`config.mk`:
```
export PLATFORM = sky130hd
export DESIGN_NAME = hazard_scheduler_flat
export DESIGN_NICKNAME = d
export VERILOG_FILES = /design/src/rtl/cpu_pkg.sv /design/src/rtl/hazard_scheduler_if.sv /design/src/rtl/hazard_scoreboard.sv /design/src/rtl/hazard_scheduler.sv /design/src/flat_wrapper.sv
export SDC_FILE = /design/constraint.sdc
export NUM_CORES = 1
export LEC_CHECK = 0
export CORE_UTILIZATION = 38
export CTS_CLUSTER_SIZE = 14
export DETAILED_ROUTE_END_ITERATION = 12
export PLACE_DENSITY = 0.66
export SLEW_MARGIN = 40
export SYNTH_ARGS = -nofsm -noshare
export SYNTH_HDL_FRONTEND = slang
export SYNTH_SLANG_ARGS = --single-unit
export TNS_END_PERCENT = 20
```
`constraint.sdc`:
```
create_clock -name clk -period 3.2 [get_ports clk]
set_input_delay 0.48 -clock clk [delete_from_list [all_inputs] [get_ports clk]]
set_output_delay 0.48 -clock clk [all_outputs]
set_load 0.05 [all_outputs]
```
`src/rtl/cpu_pkg.sv`:
```
// Shared CPU pipeline definitions: register/control-word geometry and the
// hazard stage encoding reported by the hazard scheduler.
package cpu_pkg;

   localparam int REG_W  = 5;
   localparam int CTRL_W = 12;

   // Control word field positions (CTRL_EX register)
   localparam int CTRL_C_SEL      = 11;
   localparam int CTRL_D_SEL      = 10;
   localparam int CTRL_OP_SEL_MSB = 9;
   localparam int CTRL_OP_SEL_LSB = 8;
   localparam int CTRL_WR_RD      = 7;
   localparam int CTRL_WB_SEL     = 6;
   localparam int CTRL_WB_EN      = 5;
   localparam int CTRL_WB_REG_MSB = 4;
   localparam int CTRL_WB_REG_LSB = 0;

   typedef enum logic [1:0] {
      HZ_NONE = 2'd0,
      HZ_EX   = 2'd1,
      HZ_MEM  = 2'd2,
      HZ_WB   = 2'd3
   } hz_stage_e;

   typedef struct packed {
      logic             valid;
      logic [REG_W-1:0] rd;
   } sb_entry_t;

   // Scoreboard index to reported stage; anything past MEM reports WB.
   function automatic hz_stage_e stage_of(input int idx);
      case (idx)
         0:       return HZ_EX;
         1:       return HZ_MEM;
         default: return HZ_WB;
      endcase
   endfunction

endpackage

```
`src/rtl/hazard_scheduler_if.sv`:
```
// ID-stage operand/destination bundle plus scheduler control outputs.
// master = pipeline side driving ID info, slave = hazard scheduler.
interface hazard_scheduler_if #(
   parameter int CNT_W = 16
);
   import cpu_pkg::*;

   logic                 id_valid;
   logic [REG_W-1:0]     id_a_reg;
   logic [REG_W-1:0]     id_b_reg;
   logic                 id_a_used;
   logic                 id_b_used;
   logic                 id_wb_en;
   logic [REG_W-1:0]     id_wb_reg;
   logic                 bus_wait;

   logic                 stall;
   logic                 bubble;
   logic                 freeze;
   logic [CNT_W-1:0]     stall_count;
   hz_stage_e            hazard_stage;

   modport master (
      output id_valid, id_a_reg, id_b_reg, id_a_used, id_b_used,
             id_wb_en, id_wb_reg, bus_wait,
      input  stall, bubble, freeze, stall_count, hazard_stage
   );

   modport slave (
      input  id_valid, id_a_reg, id_b_reg, id_a_used, id_b_used,
             id_wb_en, id_wb_reg, bus_wait,
      output stall, bubble, freeze, stall_count, hazard_stage
   );

endinterface

```
`src/rtl/hazard_scoreboard.sv`:
```
// Shift register of in-flight destination registers (index 0 = EX) with
// per-entry match flags against the ID instruction's used sources.
module hazard_scoreboard
   import cpu_pkg::*;
#(
   parameter int DEPTH = 3
) (
   input  logic             clk,
   input  logic             rst,
   input  logic             i_freeze,
   input  logic             i_bubble,
   input  logic             i_wb_valid,
   input  logic [REG_W-1:0] i_wb_reg,
   input  logic [REG_W-1:0] i_a_reg,
   input  logic             i_a_used,
   input  logic [REG_W-1:0] i_b_reg,
   input  logic             i_b_used,
   output logic [DEPTH-1:0] o_match
);

   sb_entry_t r_entry [DEPTH];

   // NOTE: these entries are plain flops, not a RAM, so every one is reset;
   // a stale valid bit left over from before reset would cause a false stall.
   always_ff @(posedge clk or negedge rst) begin
      if (!rst) begin
         for (int i = 0; i < DEPTH; i++) begin
            r_entry[i] <= '0;
         end
      end else if (!i_freeze) begin
         // NOTE: non-blocking assignments let every entry shift from its old value.
         r_entry[0] <= i_bubble ? '0 : '{valid: i_wb_valid, rd: i_wb_reg};
         for (int i = 1; i < DEPTH; i++) begin
            r_entry[i] <= r_entry[i-1];
         end
      end
   end

   // r0 is hardwired, so a write to it can never be a producer
   always_comb begin
      // NOTE: default assignment first keeps this purely combinational (no latch).
      o_match = '0;
      for (int i = 0; i < DEPTH; i++) begin
         o_match[i] = r_entry[i].valid && (r_entry[i].rd != '0) &&
                      ((i_a_used && (r_entry[i].rd == i_a_reg)) ||
                       (i_b_used && (r_entry[i].rd == i_b_reg)));
      end
   end

endmodule

```
`src/rtl/hazard_scheduler.sv`:
```
// RAW hazard scheduler for a non-forwarding 5-stage pipeline: stalls ID on a
// conflict with an in-flight producer and freezes everything on bus wait.
module hazard_scheduler
   import cpu_pkg::*;
#(
   parameter int DEPTH = 3,
   parameter int CNT_W = 16
) (
   input  logic               clk,
   input  logic               rst,
   hazard_scheduler_if.slave  hs
);

   logic [DEPTH-1:0] w_match;
   logic             w_hazard;
   logic             w_bubble;
   hz_stage_e        w_stage;
   logic [CNT_W-1:0] r_stall_count;

   // The ID instruction itself is not in the scoreboard yet, so a
   // self-referencing instruction only ever compares against older producers.
   hazard_scoreboard #(.DEPTH(DEPTH)) u_scoreboard (
      .clk        (clk),
      .rst        (rst),
      .i_freeze   (hs.bus_wait),
      .i_bubble   (w_bubble),
      .i_wb_valid (hs.id_valid & hs.id_wb_en),
      .i_wb_reg   (hs.id_wb_reg),
      .i_a_reg    (hs.id_a_reg),
      .i_a_used   (hs.id_a_used),
      .i_b_reg    (hs.id_b_reg),
      .i_b_used   (hs.id_b_used),
      .o_match    (w_match)
   );

   // Walk oldest to youngest so the youngest producer wins
   always_comb begin
      w_stage = HZ_NONE;
      for (int i = DEPTH - 1; i >= 0; i--) begin
         if (w_match[i]) begin
            w_stage = stage_of(i);
         end
      end
   end

   assign w_hazard = hs.id_valid & (|w_match);
   assign w_bubble = w_hazard & ~hs.bus_wait;

   always_ff @(posedge clk or negedge rst) begin
      if (!rst) begin
         r_stall_count <= '0;
      end else if (w_bubble && (r_stall_count != '1)) begin
         r_stall_count <= r_stall_count + 1'b1;
      end
   end

   assign hs.stall        = w_bubble;
   assign hs.bubble       = w_bubble;
   assign hs.freeze       = hs.bus_wait;
   assign hs.stall_count  = r_stall_count;
   assign hs.hazard_stage = hs.id_valid ? w_stage : HZ_NONE;

endmodule

```
`src/flat_wrapper.sv`:
```
// flat-port wrapper written by rule: the top's interface ports become plain ports
module hazard_scheduler_flat import cpu_pkg::*;
#(
   parameter int DEPTH = 3,
   parameter int CNT_W = 16
)
  (clk, rst, hs_id_valid, hs_id_a_reg, hs_id_b_reg, hs_id_a_used, hs_id_b_used, hs_id_wb_en, hs_id_wb_reg, hs_bus_wait, hs_stall, hs_bubble, hs_freeze, hs_stall_count, hs_hazard_stage);
  hazard_scheduler_if #(.CNT_W(CNT_W)) hs_i ();
  input  logic clk;
  input  logic rst;
  input wire logic [$bits(hs_i.id_valid)-1:0] hs_id_valid;
  input wire logic [$bits(hs_i.id_a_reg)-1:0] hs_id_a_reg;
  input wire logic [$bits(hs_i.id_b_reg)-1:0] hs_id_b_reg;
  input wire logic [$bits(hs_i.id_a_used)-1:0] hs_id_a_used;
  input wire logic [$bits(hs_i.id_b_used)-1:0] hs_id_b_used;
  input wire logic [$bits(hs_i.id_wb_en)-1:0] hs_id_wb_en;
  input wire logic [$bits(hs_i.id_wb_reg)-1:0] hs_id_wb_reg;
  input wire logic [$bits(hs_i.bus_wait)-1:0] hs_bus_wait;
  output wire logic [$bits(hs_i.stall)-1:0] hs_stall;
  output wire logic [$bits(hs_i.bubble)-1:0] hs_bubble;
  output wire logic [$bits(hs_i.freeze)-1:0] hs_freeze;
  output wire logic [$bits(hs_i.stall_count)-1:0] hs_stall_count;
  output wire logic [$bits(hs_i.hazard_stage)-1:0] hs_hazard_stage;
  assign hs_i.id_valid = hs_id_valid;
  assign hs_i.id_a_reg = hs_id_a_reg;
  assign hs_i.id_b_reg = hs_id_b_reg;
  assign hs_i.id_a_used = hs_id_a_used;
  assign hs_i.id_b_used = hs_id_b_used;
  assign hs_i.id_wb_en = hs_id_wb_en;
  assign hs_i.id_wb_reg = hs_id_wb_reg;
  assign hs_i.bus_wait = hs_bus_wait;
  assign hs_stall = hs_i.stall;
  assign hs_bubble = hs_i.bubble;
  assign hs_freeze = hs_i.freeze;
  assign hs_stall_count = hs_i.stall_count;
  assign hs_hazard_stage = hs_i.hazard_stage;
  hazard_scheduler #(.DEPTH(DEPTH), .CNT_W(CNT_W)) u_core (.clk(clk), .rst(rst), .hs(hs_i));
endmodule
```
==> flow_summary.ini <==
[clocking]
clkTransAtPathRegs_ns = 0.08
ctsHoldBuffers = 0
cts_sinks = 34
cts_buffers = 5
cts_tree = yes
ctsLongestPathBuffers = 2
cts-resized-gates = 0
cts_setup_buffers = 0
cts-root-buf = clkbuf_8
htree_levels = 2
clock_latency_ns = 0.29

[grt]
antenna_found_initial = 0
grt.met2_usage_pct = 29.0
grt_pass1_vias = 1502
grt_pass1_wl_mm = 7.27
grt_overflow = 0
grt_util_met3_pct = 5.09
grt_util_all_layers_pct = 17.9
grt_use_met1_pct = 22.9
gr-max-usage-layer = met2
grt_max_degree = 35

[synthesis]
syn_nets = 198
synth_cells = 175
ys_ff_latch = 34
ys.flop_type = dfrtp_1
seq_area_frac_synth_pct = 42.0
ys_types = 41
synth_edf_count = 0
syn_area_sq_mm = 0.00202
synth_warnings = 0
syn_avg_cell_area_sq_um = 11.6
ys_async_sr_fraction_pct = 100

[setup_path]
cp-end-kind = primary output
critPathMaxFanout = 4
r2r_setup_slack_ns = 0.89
cp_data_required_time_ns = 2.72
cp-start-kind = input port
criticalPathCategory = in -> out
cp.arrival_ns = 2.49

[floorplanning]
core-area_sq_mm = 0.00511
std_cell_rows = 26
start_util_pct = 39.6
die_h_um = 75.0
ios = 43
fp.dieW_um = 75.0
dieArea_sq_mm = 0.00562

[power]
power_mw = 1.25
power_density_mw_per_mm2 = 465
power_leakage_nw = 1.13
peakVddDrop_v = 0.000396

[layout]
final_util_pct = 52.8
final_common_cell = clkdlybuf4s50_1
instances_no_fill = 293
fin_area_sq_mm = 0.00270
nets = 245
area_delta_synth_final_pct = 33.3
layout-drive-gt1-share_pct = 22.0
final_cell_mix = clkdlybuf4s50_1, dfrtp_1, xor2_1
antenna_cells = 0

[detailed_routing]
firstDrtPassIters = 4
route.detailed.drc = 0
drt-initial-drc-count = 46
vias = 1445
wl_mm = 4.40
ant_nets = 0
via_per_inst = 4.93
routedWlPerCell_um = 15.0

[sta]
hold_viol = 0
slew_headroom_pct = 66.7
skew_ns = 0.0103
worst_slew_pin_slew_ns = 0.498
whs_ns = 0.507
rsz0062_at_grt = no
drv_slew = 0
fin_crit_sh_pct = 92.9
setup_violations = 0
final.setup.tns_ns = 0
fmax_mhz = 336
period_minus_slack_ns = 2.97
setup_ws_ns = 0.226

[placement]
numPlacedInstances = 285
placed_area_sq_mm = 0.00255
place.gp.congestion = 0.870
port_buffers = 42
pre_cts_slack_ns = 0.228
dp.final_hpwl_mm = 3.18

[flow_run]
max_cap_violations = 0

[run_status]
status = finished clean

[min_path]
hold_path.class = reg -> reg
-- where the power goes --
| group | internal (mW) | leakage [nW] | switching (mW) | total, mW |
|---|---|---|---|---|
| sequential | 0.471 | 0.427 | 0.0665 | 0.537 |
| clock | 0.332 | 0.0714 | 0.165 | 0.498 |
| combinational | 0.116 | 0.634 | 0.103 | 0.218 |
| total | 0.919 | 1.13 | 0.334 | 1.25 |
-- cell usage after synthesis (2+ instances only) --
master | instances | area share, %
dfrtp_1 | 34 | 42
xor2_1 | 27 | 12
xnor2_1 | 15 | 6.5
mux2_2 | 12 | 6.7
nor2_1 | 9 | 1.7
and3_1 | 8 | 2.5
nand2_1 | 7 | 1.3
nand3_1 | 7 | 1.7
nor4_1 | 7 | 2.2
mux2i_1 | 5 | 2.5
inv_1 | 3 | 0.56
nor3_2 | 3 | 1.5
or4_1 | 3 | 1.1
a21oi_1 | 2 | 0.49
a31oi_1 | 2 | 0.62
and3_2 | 2 | 0.74
buf_4 | 2 | 0.74
buf_6 | 2 | 1.1
nand2b_1 | 2 | 0.62
o221ai_4 | 2 | 2.6
-- layer usage --
layer / part of all wire (%) / vias up
met5: 0 / -
met4: 1.5 / 0
met3: 6.3 / 6
met2: 46 / 40
met1: 46 / 691
li1: - / 708
-- final timing paths --
kind,from,to,cells past startpoint
max reg2reg,u_core.u_scoreboard.r_entry[12],u_core.hs.stall_count[2],8
min reg2reg,u_core.hs.stall_count[11],u_core.hs.stall_count[11],1
min,u_core.hs.stall_count[11],u_core.hs.stall_count[11],1
min in group asynchronous,rst,u_core.hs.stall_count[11],2
max,hs_id_a_reg[1],hs_hazard_stage[0],8
max in group asynchronous,rst,u_core.hs.stall_count[5],2
-- critical path, stage by stage --
cell	delay, ns
clkdlybuf4s50_1	0.48
xor2_1	0.19
nor4_1	0.27
and3_2	0.26
o221ai_4	0.14
nand2b_1	0.16
a21boi_0	0.32
buf_12	0.19
-- cell type report --
class                           count  area [sq um]
Fill cell                         458          2410
Inverter                            3          11.3
Multi-Input combinational cell    132          1120
Tap cell                           70          87.6
Clock buffer                        6          82.6
Clock inverter                      2          60.1
Sequential cell                    34           851
Timing Repair Buffer               46           488
-- flip-flops by register name, summed over array words and instances (netlist names) --
signal and count:
u_core.u_scoreboard.r_entry 18, u_core.hs.stall_count 16
-- kinds of logic (layout without fill, tap and decap cells) --
logic type,Yosys count,count (layout),synth area share (%)
muxes,18,18,9.89
adders and majority gates,1,1,0.618
AOI/OAI and AO/OA,16,16,9.39
buffers and inverters,9,57,2.78
xor gates and xnor gates,42,42,18.2
DFF,34,34,42.0
and+or+nand+nor,55,55,17.1
Power figures use the tool's default switching activity.
